**config.mk**
```make
export PLATFORM = sky130hd
export DESIGN_NAME = ps2_host_tx
export DESIGN_NICKNAME = d
export VERILOG_FILES = /design/src/rtl/ps2_host_tx_pkg.sv /design/src/rtl/debounce.sv /design/src/rtl/ps2_host_tx.sv
export SDC_FILE = /design/constraint.sdc
export NUM_CORES = 1
export LEC_CHECK = 0
export BUFFER_PORTS_ARGS = -buffer_cell sky130_fd_sc_hd__buf_2
export CORE_AREA = 2 2 74 76
export CTS_BUF_LIST = sky130_fd_sc_hd__clkbuf_4
export CTS_CLUSTER_DIAMETER = 120
export DETAILED_ROUTE_END_ITERATION = 8
export DIE_AREA = 0 0 76 78
export PLACE_DENSITY_LB_ADDON = 0.12
export REMOVE_ABC_BUFFERS = 1
export SYNTH_ARGS = -nofsm -noshare
export SYNTH_HDL_FRONTEND = slang
export SYNTH_SLANG_ARGS = --single-unit
```
**constraint.sdc**
```tcl
create_clock -name clk25 -period 4.2 [get_ports clk25]
set_input_delay 0.84 -clock clk25 [delete_from_list [all_inputs] [get_ports clk25]]
set_output_delay 0.84 -clock clk25 [all_outputs]
set_load 0.03 [all_outputs]
```
**src/rtl/ps2_host_tx_pkg.sv**
```systemverilog
// Shared definitions for the PS/2 host transmitter: keyboard command bytes,
// FSM state encoding and the frame parity helper.
package ps2_host_tx_pkg;

    localparam logic [7:0] PS2_CMD_SET_LEDS = 8'hED;
    localparam logic [7:0] PS2_CMD_ENABLE   = 8'hF4;
    localparam logic [7:0] PS2_CMD_RESET    = 8'hFF;
    localparam logic [7:0] PS2_RSP_ACK      = 8'hFA;

    localparam logic [2:0] ST_IDLE      = 3'd0;
    localparam logic [2:0] ST_INHIBIT   = 3'd1;
    localparam logic [2:0] ST_RTS       = 3'd2;
    localparam logic [2:0] ST_SHIFT     = 3'd3;
    localparam logic [2:0] ST_ACK       = 3'd4;
    localparam logic [2:0] ST_WAIT_IDLE = 3'd5;

    // Stability window applied to the PS/2 clock pin before edge detection.
    localparam int unsigned PS2_DEBOUNCE_CYCLES = 8;

    function automatic logic odd_parity(input logic [7:0] data);
        return ~^data;
    endfunction

endpackage

```
**src/rtl/debounce.sv**
```systemverilog
// Synchronises an asynchronous pin and only follows it once it has been stable
// for STABLE_CYCLES cycles; output lags the pin by 2 + STABLE_CYCLES cycles.
module debounce #(
    parameter int unsigned STABLE_CYCLES = 8,
    parameter logic        RESET_VAL     = 1'b1
) (
    input  logic clk_i,
    input  logic rst_i,
    input  logic din_i,
    output logic dout_o
);

    localparam int unsigned CW = $clog2(STABLE_CYCLES + 1);
    localparam logic [CW-1:0] CNT_LAST = CW'(STABLE_CYCLES - 1);

    logic          sync1_q, sync2_q;
    logic          dout_q, dout_d;
    logic [CW-1:0] cnt_q, cnt_d;

    always_comb begin
        dout_d = dout_q;
        cnt_d  = cnt_q;
        if (sync2_q == dout_q) begin
            cnt_d = '0;
        end else if (cnt_q == CNT_LAST) begin
            dout_d = sync2_q;
            cnt_d  = '0;
        end else begin
            cnt_d = cnt_q + 1'b1;
        end
    end

    always_ff @(posedge clk_i) begin
        if (rst_i) begin
            sync1_q <= RESET_VAL;
            sync2_q <= RESET_VAL;
            dout_q  <= RESET_VAL;
            cnt_q   <= '0;
        end else begin
            sync1_q <= din_i;
            sync2_q <= sync1_q;
            dout_q  <= dout_d;
            cnt_q   <= cnt_d;
        end
    end

    assign dout_o = dout_q;

endmodule

```
**src/rtl/ps2_host_tx.sv**
```systemverilog
// Host-to-device PS/2 transmitter: inhibit, request-to-send, 10 shifted bits, device ACK.
// One byte in flight; tx_ready only in IDLE, tx_valid is ignored while busy.
module ps2_host_tx
    import ps2_host_tx_pkg::*;
#(
    parameter int unsigned INHIBIT_CYCLES = 2500,
    parameter int unsigned TIMEOUT_CYCLES = 375000
) (
    input  logic       clk25,
    input  logic       rst,
    input  logic       key_clk,
    input  logic       key_din,
    output logic       key_clk_oe,
    output logic       key_din_oe,
    input  logic [7:0] tx_data,
    input  logic       tx_valid,
    output logic       tx_ready,
    output logic       busy,
    output logic       tx_done,
    output logic       tx_ack_err,
    output logic       tx_timeout
);

    localparam int unsigned IW = $clog2(INHIBIT_CYCLES + 1);
    localparam int unsigned TW = $clog2(TIMEOUT_CYCLES + 1);
    localparam logic [IW-1:0] INH_LAST = IW'(INHIBIT_CYCLES - 1);
    localparam logic [TW-1:0] TO_LAST  = TW'(TIMEOUT_CYCLES - 1);
    localparam logic [TW-1:0] TO_SAT   = TW'(TIMEOUT_CYCLES);

    logic [2:0]    state_q, state_d;
    logic [IW-1:0] inh_cnt_q, inh_cnt_d;
    logic [TW-1:0] to_cnt_q, to_cnt_d;
    logic [9:0]    frame_q, frame_d;
    logic [3:0]    bit_idx_q, bit_idx_d;
    logic          din_drv_q, din_drv_d;
    logic          din_s1_q, din_s2_q;
    logic          clk_db, clk_db_prev_q;
    logic          clk_fall, to_running, timed_out;

    debounce #(
        .STABLE_CYCLES (PS2_DEBOUNCE_CYCLES),
        .RESET_VAL     (1'b1)
    ) u_clk_db (
        .clk_i  (clk25),
        .rst_i  (rst),
        .din_i  (key_clk),
        .dout_o (clk_db)
    );

    always_ff @(posedge clk25) begin
        if (rst) begin
            din_s1_q      <= 1'b1;
            din_s2_q      <= 1'b1;
            clk_db_prev_q <= 1'b1;
        end else begin
            din_s1_q      <= key_din;
            din_s2_q      <= din_s1_q;
            clk_db_prev_q <= clk_db;
        end
    end

    assign clk_fall   = clk_db_prev_q & ~clk_db;
    assign to_running = (state_q == ST_SHIFT) || (state_q == ST_ACK) || (state_q == ST_WAIT_IDLE);
    assign timed_out  = to_running && (to_cnt_q == TO_LAST);

    always_ff @(posedge clk25) begin
        if (rst) begin
            state_q   <= ST_IDLE;
            inh_cnt_q <= '0;
            to_cnt_q  <= '0;
            frame_q   <= '0;
            bit_idx_q <= '0;
            din_drv_q <= 1'b0;
        end else begin
            state_q   <= state_d;
            inh_cnt_q <= inh_cnt_d;
            to_cnt_q  <= to_cnt_d;
            frame_q   <= frame_d;
            bit_idx_q <= bit_idx_d;
            din_drv_q <= din_drv_d;
        end
    end

    always_comb begin
        state_d   = state_q;
        inh_cnt_d = inh_cnt_q;
        to_cnt_d  = to_cnt_q;
        frame_d   = frame_q;
        bit_idx_d = bit_idx_q;
        din_drv_d = din_drv_q;

        if (to_running && (to_cnt_q != TO_SAT)) begin
            to_cnt_d = to_cnt_q + 1'b1;
        end

        case (state_q)
            ST_IDLE: begin
                if (tx_valid) begin
                    // Frame bits 0..9 in wire order: data LSB first, parity, stop.
                    frame_d   = {1'b1, odd_parity(tx_data), tx_data};
                    inh_cnt_d = '0;
                    state_d   = ST_INHIBIT;
                end
            end
            ST_INHIBIT: begin
                if (inh_cnt_q == INH_LAST) begin
                    state_d = ST_RTS;
                end else begin
                    inh_cnt_d = inh_cnt_q + 1'b1;
                end
            end
            ST_RTS: begin
                to_cnt_d  = '0;
                bit_idx_d = '0;
                din_drv_d = 1'b1;
                state_d   = ST_SHIFT;
            end
            ST_SHIFT: begin
                if (timed_out) begin
                    state_d = ST_IDLE;
                end else if (clk_fall) begin
                    din_drv_d = ~frame_q[bit_idx_q];
                    if (bit_idx_q == 4'd9) begin
                        state_d = ST_ACK;
                    end else begin
                        bit_idx_d = bit_idx_q + 1'b1;
                    end
                end
            end
            ST_ACK: begin
                if (timed_out) begin
                    state_d = ST_IDLE;
                end else if (clk_fall) begin
                    state_d = din_s2_q ? ST_IDLE : ST_WAIT_IDLE;
                end
            end
            ST_WAIT_IDLE: begin
                if (timed_out || (clk_db && din_s2_q)) begin
                    state_d = ST_IDLE;
                end
            end
            default: begin
                state_d = ST_IDLE;
            end
        endcase
    end

    always_comb begin
        tx_ready   = (state_q == ST_IDLE);
        busy       = (state_q != ST_IDLE);
        key_clk_oe = (state_q == ST_INHIBIT) || (state_q == ST_RTS);
        key_din_oe = (state_q == ST_RTS) || ((state_q == ST_SHIFT) && din_drv_q);
        tx_timeout = timed_out;
        tx_ack_err = (state_q == ST_ACK) && !timed_out && clk_fall && din_s2_q;
        tx_done    = (state_q == ST_WAIT_IDLE) && !timed_out && clk_db && din_s2_q;
    end

endmodule

```
Word-level counts from Yosys, hierarchy flattened
Index checks and enable logic that the tools add are counted.

Input bits: 13. Output and inout port bits: 7. Register bits: 59.

$add $sub $neg: 4. Reductions and logical operators: 29. Equal/unequal tests: 21. Mux-type cells: 22. Order comparisons: 1. Bitwise logic cells: 4.

Operators by type and width (number): $mux 3 (9); $mux 12 (2); $pmux 12 s2 (1); $add 19x1->19 const B (1); $eq 19x19->1 const B (1); $ne 19x19->1 const B (1); $pmux 3 s6 (1); $ne 2x2->1 const B (7); $add 12x1->12 const B (1); $eq 12x12->1 const B (1); $mux 4 (3); $logic_and 1x1->1 (10); $ne 3x3->1 const B (3); $add 4x1->4 const B (2); $pmux 4 s2 (1); $reduce_xnor 8->1 (1); $eq 3x2->1 const B (2); $eq 3x3->1 const B (2); $reduce_and 3->1 (2); $reduce_and 6->1 (1); $logic_or 1x1->1 (5); $lt 4x5->1 const B (1); $bmux 1 s4 (1); $eq 4x3->1 const B (1); other kinds (15) (21).

Longest topological paths before layout
Gate-level depths: netlist of run 1.

Word-level depth: 8. Depth in mapped cells: 7. Depth with buffers taken out: 7.

Hierarchy
Synthesis of run 1 repeated with hierarchy kept, for this count alone.

Cells, all modules: 343. Area total of the unflattened synthesis: 2927.8 sq um.

By module, submodules not included: ps2_host_tx (cells each 319, sequential area each 1041.0 sq um, times used 1, area each 2678.8 sq um); debounce (cells each 24, sequential area each 140.1 sq um, times used 1, area each 249.0 sq um).

Least setup slack after synthesis of run 1
No wires, ideal clock.

Path kind: reg-to-output. Start point: register to_cnt_q[0]. End point: output port tx_ack_err. Required time: 3.360 ns. Arrival time: 1.877 ns. Setup slack: 1.483 ns. Stages on the path, launching flop included: 5. Path buffers: 0. Path through: dfxtp_1 > ha_1 > nand2_1 > nor3_1 > nor4b_1.

Longest elaborated chain between the ends: 6.

RTL lines: start: declaration (line ps2_host_tx.sv:32) `logic [TW-1:0] to_cnt_q, to_cnt_d;`; start signal: assignment (line ps2_host_tx.sv:77) `to_cnt_q <= to_cnt_d;`; $eq 19x19->1 (line ps2_host_tx.sv:64) `assign timed_out = to_running && (to_cnt_q == TO_LAST);`; $logic_and 1x1->1 (line ps2_host_tx.sv:64); $logic_not 1->1 (line ps2_host_tx.sv:154) `tx_ack_err = (state_q == ST_ACK) && !timed_out && clk_fall && din_s2_q;`; $logic_and 1x1->1 (3 in series) (line ps2_host_tx.sv:154); end: declaration (line ps2_host_tx.sv:20) `output logic tx_ack_err,`.

No other way between the ends.

Worst setup path in the final report of run 1
Start point: register to_cnt_q[18]. End point: output port tx_done.

Longest elaborated chain between the ends: 6.

RTL lines: $eq 19x19->1 (line ps2_host_tx.sv:64); $logic_and 1x1->1 (line ps2_host_tx.sv:64); $logic_not 1->1 (line ps2_host_tx.sv:155) `tx_done = (state_q == ST_WAIT_IDLE) && !timed_out && clk_db && din_s2_q;`; $logic_and 1x1->1 (3 in series) (line ps2_host_tx.sv:155); end: declaration (line ps2_host_tx.sv:19) `output logic tx_done,`.

No other way between the ends.

==> results of run 1 <==
-- critical path: cells and delay by family, from the launching register on --
kind / cells / cell delay, ns
AND/OR/NAND/NOR: 4 / 1.26
flip-flops: 1 / 0.36
buffers and inverters: 1 / 0.21
-- cell usage in the layout, fill, tap and decap left out, types with 2 or more instances in the layout --
| master | synthesis | final |
|---|---|---|
| xor2_1 | 13 | 13 |
| and4_1 | 3 | 3 |
| or3_4 | 2 | 2 |
| buf_2 | 2 | 19 |
| nand3_1 | 13 | 13 |
| a21oi_1 | 25 | 25 |
| inv_1 | 13 | 13 |
| clkbuf_4 | 0 | 10 |
| xnor2_1 | 17 | 17 |
| a211oi_2 | 2 | 2 |
| nand4b_1 | 2 | 2 |
| o31ai_1 | 6 | 6 |
| or3_1 | 4 | 4 |
| nand2_1 | 37 | 37 |
| and3_1 | 4 | 4 |
| ha_1 | 6 | 6 |
| or2_2 | 7 | 7 |
| clkinv_2 | 0 | 3 |
| nor2_1 | 40 | 40 |
| nor2b_1 | 2 | 2 |
| and2_1 | 5 | 5 |
| nor4bb_1 | 3 | 3 |
| mux4_2 | 2 | 2 |
| o32a_1 | 2 | 2 |
| nor3_1 | 6 | 6 |
| mux2i_1 | 3 | 3 |
| nand3b_1 | 5 | 5 |
| dfxtp_1 | 59 | 59 |
| nand2b_1 | 4 | 4 |
| nor4_1 | 3 | 3 |
| nand4_1 | 6 | 6 |
| or4_1 | 3 | 3 |
| a31o_2 | 3 | 3 |
| o21ai_0 | 6 | 6 |
-- path summary, 6_finish.rpt --
| path | start | to | slack (ns) | cells past startpoint |
|---|---|---|---|---|
| max reg2reg | state_q[0]$_SDFFE_PP0P_ | inh_cnt_q[5]$_SDFFE_PP0P_ | 1.86 | 4 |
| min | u_clk_db.sync1_q$_SDFF_PP1_ | u_clk_db.sync2_q$_SDFF_PP1_ | 0.42 | 1 |
| min reg2reg | u_clk_db.sync1_q$_SDFF_PP1_ | u_clk_db.sync2_q$_SDFF_PP1_ | 0.42 | 1 |
| max | to_cnt_q[18]$_SDFFE_PP0P_ | tx_done | 1.15 | 5 |
-- layout make-up --
cell class / count / area (um^2)
Tap cell: 70 / 87.6
Fill cell: 442 / 1840
Clock buffer: 10 / 75.1
Clock inverter: 6 / 56.3
Multi-Input combinational cell: 256 / 1660
Inverter: 13 / 48.8
Sequential cell: 59 / 1180
Timing Repair Buffer: 19 / 95.1
-- per-layer routing --
layer  vias to the layer above  share of wire (%)  global-route usage [%]
li1                       1242                  -                       -
met5                         -                  0                       0
met2                        26                 46                    34.4
met3                        10                3.0                    4.65
met4                         0                1.6                    8.73
met1                      1116                 50                    26.7
-- metrics by stage --
stage	cells	utilization, %	power, W	hold WS [ns]	area, um^2
after floorplan	328	-	0.000937	0.389	2890
after global placement	417	61.0	0.00103	0.401	3080
after detailed placement	417	61.0	0.00104	0.398	3080
after CTS	433	63.6	0.00142	0.430	3210
after global routing	433	63.6	0.00149	0.439	3210
final	433	63.6	0.00140	0.424	3210
-- synthesized netlist by cell type, types with 2 or more instances --
cell type	instances	area (um^2)
or4_1	3	22.5
o21ai_0	6	30.0
xnor2_1	17	149
or3_4	2	22.5
buf_4	2	15.0
or2_2	7	43.8
nand3b_1	5	37.5
buf_2	2	10.0
nor4_1	3	18.8
and2_1	5	31.3
and4_1	3	26.3
mux2i_1	3	30.0
nand3_1	13	65.1
mux4_2	2	45.0
nand4_1	6	37.5
nor2_1	40	150
xor2_1	13	114
nor4bb_1	3	30.0
o31ai_1	6	45.0
a31o_2	3	26.3
o32a_1	2	20.0
or3_1	4	25.0
nand2b_1	4	25.0
a211oi_2	2	25.0
nor3_1	6	30.0
ha_1	6	75.1
dfxtp_1	59	1180
clkbuf_1	9	33.8
a21oi_1	25	125
nor2b_1	2	12.5
nand2_1	37	139
and3_1	4	25.0
inv_1	13	48.8
nand4b_1	2	17.5
-- power by group through the flow --
stage          clock (W)  combinational [W]  sequential (W)
2_1_floorplan          0           0.000286        0.000651
3_3_place_gp           0           0.000365        0.000664
3_5_place_dp           0           0.000370        0.000666
4_1_cts         0.000394           0.000370        0.000653
5_1_grt         0.000418           0.000410        0.000659
6_report        0.000384           0.000367        0.000653
-- sequential cells by signal (all words and copies together), names as in the netlist, 3 cells and up --
name / count
inh_cnt_q: 12
u_clk_db.cnt_q: 4
bit_idx_q: 4
to_cnt_q: 19
frame_q: 10
state_q: 3
-- logic make-up after synthesis --
kind of cell / count (synthesis) / share of synthesized area (%)
xor gates and xnor gates: 30 / 8.87
buffers and inverters: 27 / 4.01
AOI/OAI and AO/OA: 57 / 12.9
and+or+nand+nor: 156 / 28.5
muxes: 7 / 3.29
adders and majority gates: 6 / 2.53
DFF: 59 / 39.9
==> run metrics, run 1 <==
outcome finished clean; Skew-Pair Late Insertion Delay 0.39 ns; Synth Area per Inst 8.66 um^2; Setup WS post-layout 1.15 ns; Worst IR Drop VDD 0.000279 V; DRC viols 0; via count 2,394; dpl ws 1.53 ns; Ant. Diodes 0; die area 0.00593 mm^2; number of synthesized flops with an enable pin 0; Post-CTS Setup Repair Bufs 0; Max-Cap Viols 0; initial antenna violation count 0; vias in the first global route 2,263; Flop pwr share 46.5%; Data arrival, critical path 2.21 ns; post-CTS sizing 0; combinational share of power 26.1%; Sw Share 34.4%; post-route ant nets 0; Most used DFF post-synth dfxtp_1; first-pass GRT wire length 10,100 um; clock buffer count from CTS 9; Crit Path Max Fanout 6; largest net degree at the start of global routing 31; Total GRT Usage 20.9%; Setup crit end kind output port; # rows 26; synth warn 0; crit-path max cell delay 0.50 ns; 1st-pass router iterations 4; Fin Setup TNS 0 ns; Hold Path Class flip-flop to flip-flop; Synth Register Bits 59; Post-Synthesis Cells 342; Worst-Margin Slew 0.707 ns; initial core utilization 58.8%; # setup viols final 0; Post-Syn Area 0.00296 mm^2; Post-CTS Hold Fix Bufs 0; # clock sinks 59; 1st-iter DRT viols 157; die width 76 um; Vias/cell 5.53; Tcrit/Tclk final 72.7%; cell repeated most along the worst path nor3_1; global route overflow 0; Die Y 78 um; clock-pin slew of the registers on the worst-case setup and hold paths 0.10 ns; post-synth cell types 57; core area 0.00504 mm^2; part of the power in the clock network 27.4%; CTS tree yes; I/O pin cnt 20; Data required, critical path 3.36 ns; Worst setup SP type flip-flop; slew margin rel. 52.7%; Final Hold Violating Endpoints 0; P_sw 0.000483 W; Routed wire per std cell 13.0 um; CP Class flip-flop to output port; Max H-tree Level 3; CP Cell Sequence nor4bb_1, nand4_1, nor3_1, nor3_1, buf_2; Slew Viols, Final 0; CTS Root Cell clkbuf_4; Power per Cell Area 438 mW/mm^2; fmax 327 MHz; asr flop ratio synth 0%; RSZ-0062 raised after global routing false; final WL 5630 um; share of layout cells above drive strength 1 15.7%; Max clock buf depth 2; Port Buffers 19; register area share after synthesis 39.9%; internal power 0.000921 W; leakage 1.13 nW; Layout area overhead 8.23%; GP Congestion 0.785; Tmin final 3.05 ns; highest-delay cell along the critical path nor3_1; Final nets 377; Fin Clk Skew 0.0147 ns; DP HPWL 3970 um
Note: power is estimated with default switching activity, not from simulation.
==> inputs of run 2 (changes only) <==
ABC_AREA = 1   (was unset)
CORE_AREA = 2 2 80 82   (was 2 2 74 76)
DIE_AREA = 0 0 82 84   (was 0 0 76 78)
clock period = 2.74 ns   (was 4.2 ns; I/O delays follow)
==> run 2 against run 1 <==
Net effect:
- largest cell class unchanged
- highest routed layer unchanged
- critical endpoint unchanged
- global-route usage rose by 2.7 points
- register-to-register slack worse by 1.0 ns
- clock power grew 56%
==> run metrics, run 2 <==
outcome finished clean (unchanged); die area 0.00689 mm^2 (was 0.00593 mm^2); global route overflow 0 (unchanged); RR Endpoint to_cnt_q[10]$_SDFFE_PP0P_ (was inh_cnt_q[5]$_SDFFE_PP0P_); dpl ws 0.655 ns (was 1.53 ns); cell with the most instances after synthesis nand2_1 (was dfxtp_1); initial antenna violation count 0 (unchanged); Hold Path Class input port to flip-flop (was flip-flop to flip-flop); Worst Hold End din_s1_q$_SDFF_PP1_ (was u_clk_db.sync2_q$_SDFF_PP1_); DP HPWL 5330 um (was 3970 um); Setup WS post-layout 0.251 ns (was 1.15 ns); Setup crit end kind output port (unchanged); number of synthesized flops with an enable pin 0 (unchanged); Sw Share 38.0% (was 34.4%); Fin Clk Skew 0.00880 ns (was 0.0147 ns); final WL 7400 um (was 5630 um); Synth top cells by count nand2_1, dfxtp_1, a21oi_1 (was dfxtp_1, nor2_1, nand2_1); Crit Path Max Fanout 7 (was 6); register area share after synthesis 35.3% (was 39.9%); Reg2Reg Setup Slack 0.86 ns (was 1.86 ns); 1st-iter DRT viols 286 (was 157); clock buffer count from CTS 9 (unchanged); Worst IR Drop VDD 0.000400 V (was 0.000279 V); Post-Syn Area 0.00334 mm^2 (was 0.00296 mm^2); internal power 0.00137 W (was 0.000921 W); leading registers by flop count to_cnt_q (19), inh_cnt_q (12), frame_q (10) (unchanged); Tcrit/Tclk final 90.8%; Skew-Pair Late Insertion Delay 0.41 ns (was 0.39 ns); Port Buffers 19 (unchanged); asr flop ratio synth 0% (unchanged); CP Cell Sequence ha_1, nand2_1, inv_1, nand2_1, nor2_1, nand3_2, nand3_1, inv_1, buf_2 (was nor4bb_1, nand4_1, nor3_1, nor3_1, buf_2); Power per Cell Area 612 mW/mm^2 (was 438 mW/mm^2); Final Total Pwr 0.00221 W (was 0.00140 W); CTS tree yes (unchanged); Data arrival, critical path 1.94 ns (was 2.21 ns); largest net degree at the start of global routing 23 (was 31); Synth area leader dfxtp_1 (unchanged); first-pass GRT wire length 12,800 um (was 10,100 um); P_sw 0.000838 W (was 0.000483 W); Flop pwr share 44.8% (was 46.5%); RSZ-0062 raised after global routing false (unchanged); Synth Register Bits 59 (unchanged); leakage 1.40 nW (was 1.13 nW); Final Hold Violating Endpoints 0 (unchanged); Ant. Diodes 0 (unchanged); 1st-pass router iterations 5 (was 4); complex-gate fraction of the synthesized area 12.3% (was 12.9%); slew margin rel. 52.9% (was 52.7%); most frequent cells in the layout nand2_1, dfxtp_1, a21oi_1, inv_1, nor2_1 (was dfxtp_1, nor2_1, nand2_1, a21oi_1, buf_2); Synth area leaders dfxtp_1, nand2_1, a21oi_1 (was dfxtp_1, nor2_1, xnor2_1); Synth Area per Inst 6.78 um^2 (was 8.66 um^2); clock-pin slew of the registers on the worst-case setup and hold paths 0.10 ns (about the same); max reg flops 19 (unchanged); Tmin final 2.49 ns; core area 0.00610 mm^2 (was 0.00504 mm^2); Worst R2R Path Depth 7 (was 4); synth warn 0 (unchanged); Fin Setup TNS 0 ns (unchanged); CTS Root Cell clkbuf_4 (unchanged); # rows 29 (was 26); GP Congestion 0.861 (was 0.785); Total GRT Usage 23.6% (was 20.9%); Layout area overhead 7.86% (was 8.23%); placed cell area 0.00348 mm^2 (was 0.00308 mm^2); # clock sinks 59 (unchanged); fmax 402 MHz; via count 3,141 (was 2,394); Final nets 532 (was 377); most common cell after layout, fill and taps aside nand2_1 (was dfxtp_1); Post-CTS Hold Fix Bufs 0 (unchanged); post-synthesis mux area share 0% (was 3.29%); Routed wire per std cell 12.4 um (was 13.0 um); post-synth top area share 35.3% (was 39.9%); Design Area, Final 0.00361 mm^2 (was 0.00321 mm^2); combinational share of power 28.1% (was 26.1%); Worst-Margin Slew 0.704 ns (was 0.707 ns); post-route ant nets 0 (unchanged); vias in the first global route 2,845 (was 2,263); Largest Register to_cnt_q (unchanged); Vias/cell 5.28 (was 5.53); I/O pin cnt 20 (unchanged); main combinational cell family by area after synthesis simple AND/OR/NAND/NOR gates (unchanged); Synth Area in Adders 2.25% (was 2.53%); part of the power in the clock network 27.1% (was 27.4%); CP Class flip-flop to output port (unchanged); Hold Path Cell Cnt 2 (was 1); DRC viols 0 (unchanged); Worst setup SP type flip-flop (unchanged); xor/xnor share of the synthesized area 5.24% (was 8.87%); post-synth cell types 39 (was 57); Post-Synthesis Cells 493 (was 342); highest-delay cell along the critical path dfxtp_2 (was nor3_1); share of layout cells above drive strength 1 12.9% (was 15.7%); Max-Cap Viols 0 (unchanged); crit-path max cell delay 0.40 ns (was 0.50 ns); Slew Viols, Final 0 (unchanged); die width 82 um (was 76 um); # setup viols final 0 (unchanged); Post-Synth Simple-Gate Area 36.8% (was 28.5%); Max clock buf depth 2 (unchanged); Die Y 84 um (was 78 um); worst r2r src to_cnt_q[0]$_SDFFE_PP0P_ (was state_q[0]$_SDFFE_PP0P_); Max H-tree Level 3 (unchanged); Most used DFF post-synth dfxtp_1 (unchanged); min-delay src key_din (was u_clk_db.sync1_q$_SDFF_PP1_); Data required, critical path 2.19 ns (was 3.36 ns); initial core utilization 54.8% (was 58.8%)
==> run 2: changes by cell type after synthesis, moves of 5 or more <==
cell / change
o31ai_1: -6
and2_1: -5
nand2_1: +88
xnor2_1: -7
a21oi_1: +26
clkbuf_1: -5
inv_1: +37
nor3_1: +6
nand3_1: +25
nand2_2: +11
o21ai_0: +14
==> run 2: worst max-delay path by stage <==
stage                     cells after the start    endpoint  slack [ns]                startpoint
after floorplan                               8  tx_ack_err        0.75  to_cnt_q[0]$_SDFFE_PP0P_
after detailed placement                      9     tx_done        0.66  to_cnt_q[0]$_SDFFE_PP0P_
after global routing                          9     tx_done        0.09  to_cnt_q[0]$_SDFFE_PP0P_
after global placement                        9  tx_ack_err        0.70  to_cnt_q[0]$_SDFFE_PP0P_
after CTS                                     9     tx_done        0.19  to_cnt_q[0]$_SDFFE_PP0P_
final                                         9     tx_done        0.25  to_cnt_q[0]$_SDFFE_PP0P_
==> run 2: area by class of cell <==
type                    count  area, um^2
clock buffers               9        67.6
clock inverters             7        58.8
fillers                   606        2490
inverters                  55         209
multi-input cells         368        1890
flip-flops and latches     59        1180
well taps                  77        96.3
repair buffers             20         103
==> run 2: worst max-delay path: cells and delay by family (launching register included) <==
family        cells  cell delay (ns)
flops             1             0.40
buf+inv           3             0.28
fa+ha+maj         1             0.25
simple gates      5             0.60
==> run 2: through the flow <==
stage	std cells	hold WS, ns	utilization (%)
final	595	0.309	59.2
after global routing	595	0.295	59.2
after CTS	595	0.295	59.1
after detailed placement	579	0.395	57.1
after global placement	579	0.397	57.1
after floorplan	482	0.389	-
==> run 2: power by group through the flow <==
stage	logic [W]	registers, W	clock network (W)
finish	0.000620	0.000988	0.000599
global placement	0.000610	0.00100	0
global route	0.000696	0.000998	0.000644
floorplan	0.000458	0.000994	0
detailed placement	0.000618	0.00101	0
CTS	0.000620	0.000986	0.000613
==> run 2: timing repair <==
item                       CTS  global route
resized for setup            0             1
buffers inserted             0             0
setup endpoints to repair    0             2
==> run 2: kinds of logic after synthesis <==
logic type,count (synthesis)
AO/OA/AOI/OAI,78
XOR/XNOR,20
adder cells (fa/ha/maj),6
buffers and inverters,66
flip-flops,59
AND/OR/NAND/NOR,264
==> run 2: per-layer routing <==
layer	up-vias	track usage, %	wire (um)
met4	0	8.18	121
met3	13	5.09	262
met2	68	35.8	3360
met1	1419	32.8	3660
li1	1641	-	-
met5	-	0	0
==> inputs of run 3 (changes only) <==
RECOVER_POWER = 100   (was unset)
==> run 3 against run 2 <==
Net effect:
- first-iteration DRC count down 13%
- utilization decreased by 0.62 points
- non-clock buffer count did not move
- combinational power decreased by 4.0%
- power fell by 1.2%
- via count grew 0.35%
- sequential share of layout area increased by 0.34 points
- die area unchanged
- critical path type unchanged
- largest cell class unchanged
- highest routed layer unchanged
==> run metrics, run 3 (synthesis results as in run 2) <==
outcome finished clean (unchanged); Skew-Pair Late Insertion Delay 0.41 ns (about the same); final non-filler cell total 595 (unchanged); initial core utilization 54.8% (unchanged); final WL 7410 um (was 7400 um); combinational share of power 27.3% (was 28.1%); Final Hold Violating Endpoints 0 (unchanged); Power per Cell Area 611 mW/mm^2 (was 612 mW/mm^2); Setup WS post-layout 0.275 ns (was 0.251 ns); Worst IR Drop VDD 0.000400 V (about the same); Post-CTS Setup Repair Bufs 0 (unchanged); P_sw 0.000829 W (was 0.000838 W); leading registers by flop count to_cnt_q (19), inh_cnt_q (12), frame_q (10) (unchanged); Port Buffers 19 (unchanged); vias in the first global route 2,845 (unchanged); CTS tree yes (unchanged); Final nets 532 (unchanged); Fin Setup TNS 0 ns (unchanged); Largest Register to_cnt_q (unchanged); Post-CTS Hold Fix Bufs 0 (unchanged); max reg flops 19 (unchanged); clock buffer count from CTS 9 (unchanged); die width 82 um (unchanged); DP HPWL 5330 um (unchanged); post-route ant nets 0 (unchanged); Die Y 84 um (unchanged); internal power 0.00135 W (was 0.00137 W); part of the power in the clock network 27.5% (was 27.1%); Sw Share 38.0% (about the same); Data arrival, critical path 1.92 ns (was 1.94 ns); post-CTS sizing 0 (unchanged); crit-path max cell delay 0.40 ns (about the same); RSZ-0062 raised after global routing false (unchanged); die area 0.00689 mm^2 (unchanged); DRC viols 0 (unchanged); fmax 406 MHz (was 402 MHz); Layout area overhead 6.74% (was 7.86%); Hold Path Class input port to flip-flop (unchanged); CP Cell Sequence ha_1, nand2_1, nor2_1, o2111a_1, clkbuf_1 (was ha_1, nand2_1, inv_1, nand2_1, nor2_1, nand3_2, nand3_1, inv_1, buf_2); cell total after placement 579 (unchanged); leakage 1.37 nW (was 1.40 nW); clock-pin slew of the registers on the worst-case setup and hold paths 0.11 ns (was 0.10 ns); 1st-iter DRT viols 249 (was 286); Ant. Diodes 0 (unchanged); # clock sinks 59 (unchanged); GP Congestion 0.861 (unchanged); highest-delay cell along the critical path dfxtp_2 (unchanged); Max H-tree Level 3 (unchanged); min-delay src key_din (unchanged); critical path's top delay family flip-flops (was simple AND/OR/NAND/NOR gates); Tcrit/Tclk final 90.0% (was 90.8%); Crit Path Max Fanout 7 (unchanged); Routed wire per std cell 12.5 um (was 12.4 um); most common cell after layout, fill and taps aside nand2_1 (unchanged); slew margin rel. 34.5% (was 52.9%); Worst setup SP type flip-flop (unchanged); core area 0.00610 mm^2 (unchanged); via count 3,152 (was 3,141); first-pass GRT wire length 12,800 um (unchanged); Worst-Margin Slew 0.982 ns (was 0.704 ns); # rows 29 (unchanged); Max-Cap Viols 0 (unchanged); Slew Viols, Final 0 (unchanged); share of layout cells above drive strength 1 10.2% (was 12.9%); initial antenna violation count 0 (unchanged); largest net degree at the start of global routing 23 (unchanged); Reg2Reg Setup Slack 0.67 ns (was 0.86 ns); worst r2r src state_q[2]$_SDFFE_PP0P_ (was to_cnt_q[0]$_SDFFE_PP0P_); most frequent cells in the layout nand2_1, dfxtp_1, inv_1, a21oi_1, nor2_1 (was nand2_1, dfxtp_1, a21oi_1, inv_1, nor2_1); Setup crit end kind output port (unchanged); WP buf/inv 1 (was 3); CTS Root Cell clkbuf_4 (unchanged); global route overflow 0 (unchanged); Flop pwr share 45.2% (was 44.8%); Tmin final 2.47 ns (was 2.49 ns); Data required, critical path 2.19 ns (about the same); Max clock buf depth 2 (unchanged); Total GRT Usage 23.6% (unchanged); I/O pin cnt 20 (unchanged); Hold WS 0.308 ns (was 0.309 ns); # setup viols final 0 (unchanged); Core Util, Final 58.5% (was 59.2%); dpl ws 0.655 ns (unchanged); Vias/cell 5.30 (was 5.28); Fin Clk Skew 0.00899 ns (was 0.00880 ns); CP Class flip-flop to output port (unchanged); 1st-pass router iterations 5 (unchanged); Critical path origin to_cnt_q[0]$_SDFFE_PP0P_ (unchanged)
run 3: path summary, 6_finish.rpt:
path | endpoint | cells past startpoint
hold / removal | din_s1_q$_SDFF_PP1_ | 2
setup reg to reg | inh_cnt_q[0]$_SDFFE_PP0P_ | 8
setup / recovery | tx_timeout | 5
hold reg to reg | din_s2_q$_SDFF_PP1_ | 1
run 3: power by group through the flow:
stage	registers [W]	clock network [W]	logic, W
2_1_floorplan	0.000994	0	0.000458
6_report	0.000987	0.000599	0.000595
3_3_place_gp	0.00100	0	0.000610
3_5_place_dp	0.00101	0	0.000618
5_1_grt	0.000996	0.000644	0.000669
4_1_cts	0.000986	0.000613	0.000620
run 3: stage by stage:
| stage | total power, W | area, um^2 |
|---|---|---|
| after CTS | 0.00222 | 3600 |
| after global routing | 0.00231 | 3570 |
| final | 0.00218 | 3570 |
| after floorplan | 0.00145 | 3280 |
| after global placement | 0.00161 | 3480 |
| after detailed placement | 0.00162 | 3480 |
run 3: cell type report:
type                            instances  area, um^2
Fill cell                             616        2530
Timing Repair Buffer                   20        92.6
Clock inverter                          7        58.8
Tap cell                               77        96.3
Sequential cell                        59        1180
Clock buffer                            9        67.6
Inverter                               55         209
Multi-Input combinational cell        368        1860
run 3: metal layers:
metal	vias to the layer above	track usage, %	wire length (um)
li1	1638	-	-
met1	1434	32.8	3650
met2	65	35.8	3360
met3	15	5.09	277
met4	0	8.18	129
met5	-	0	0
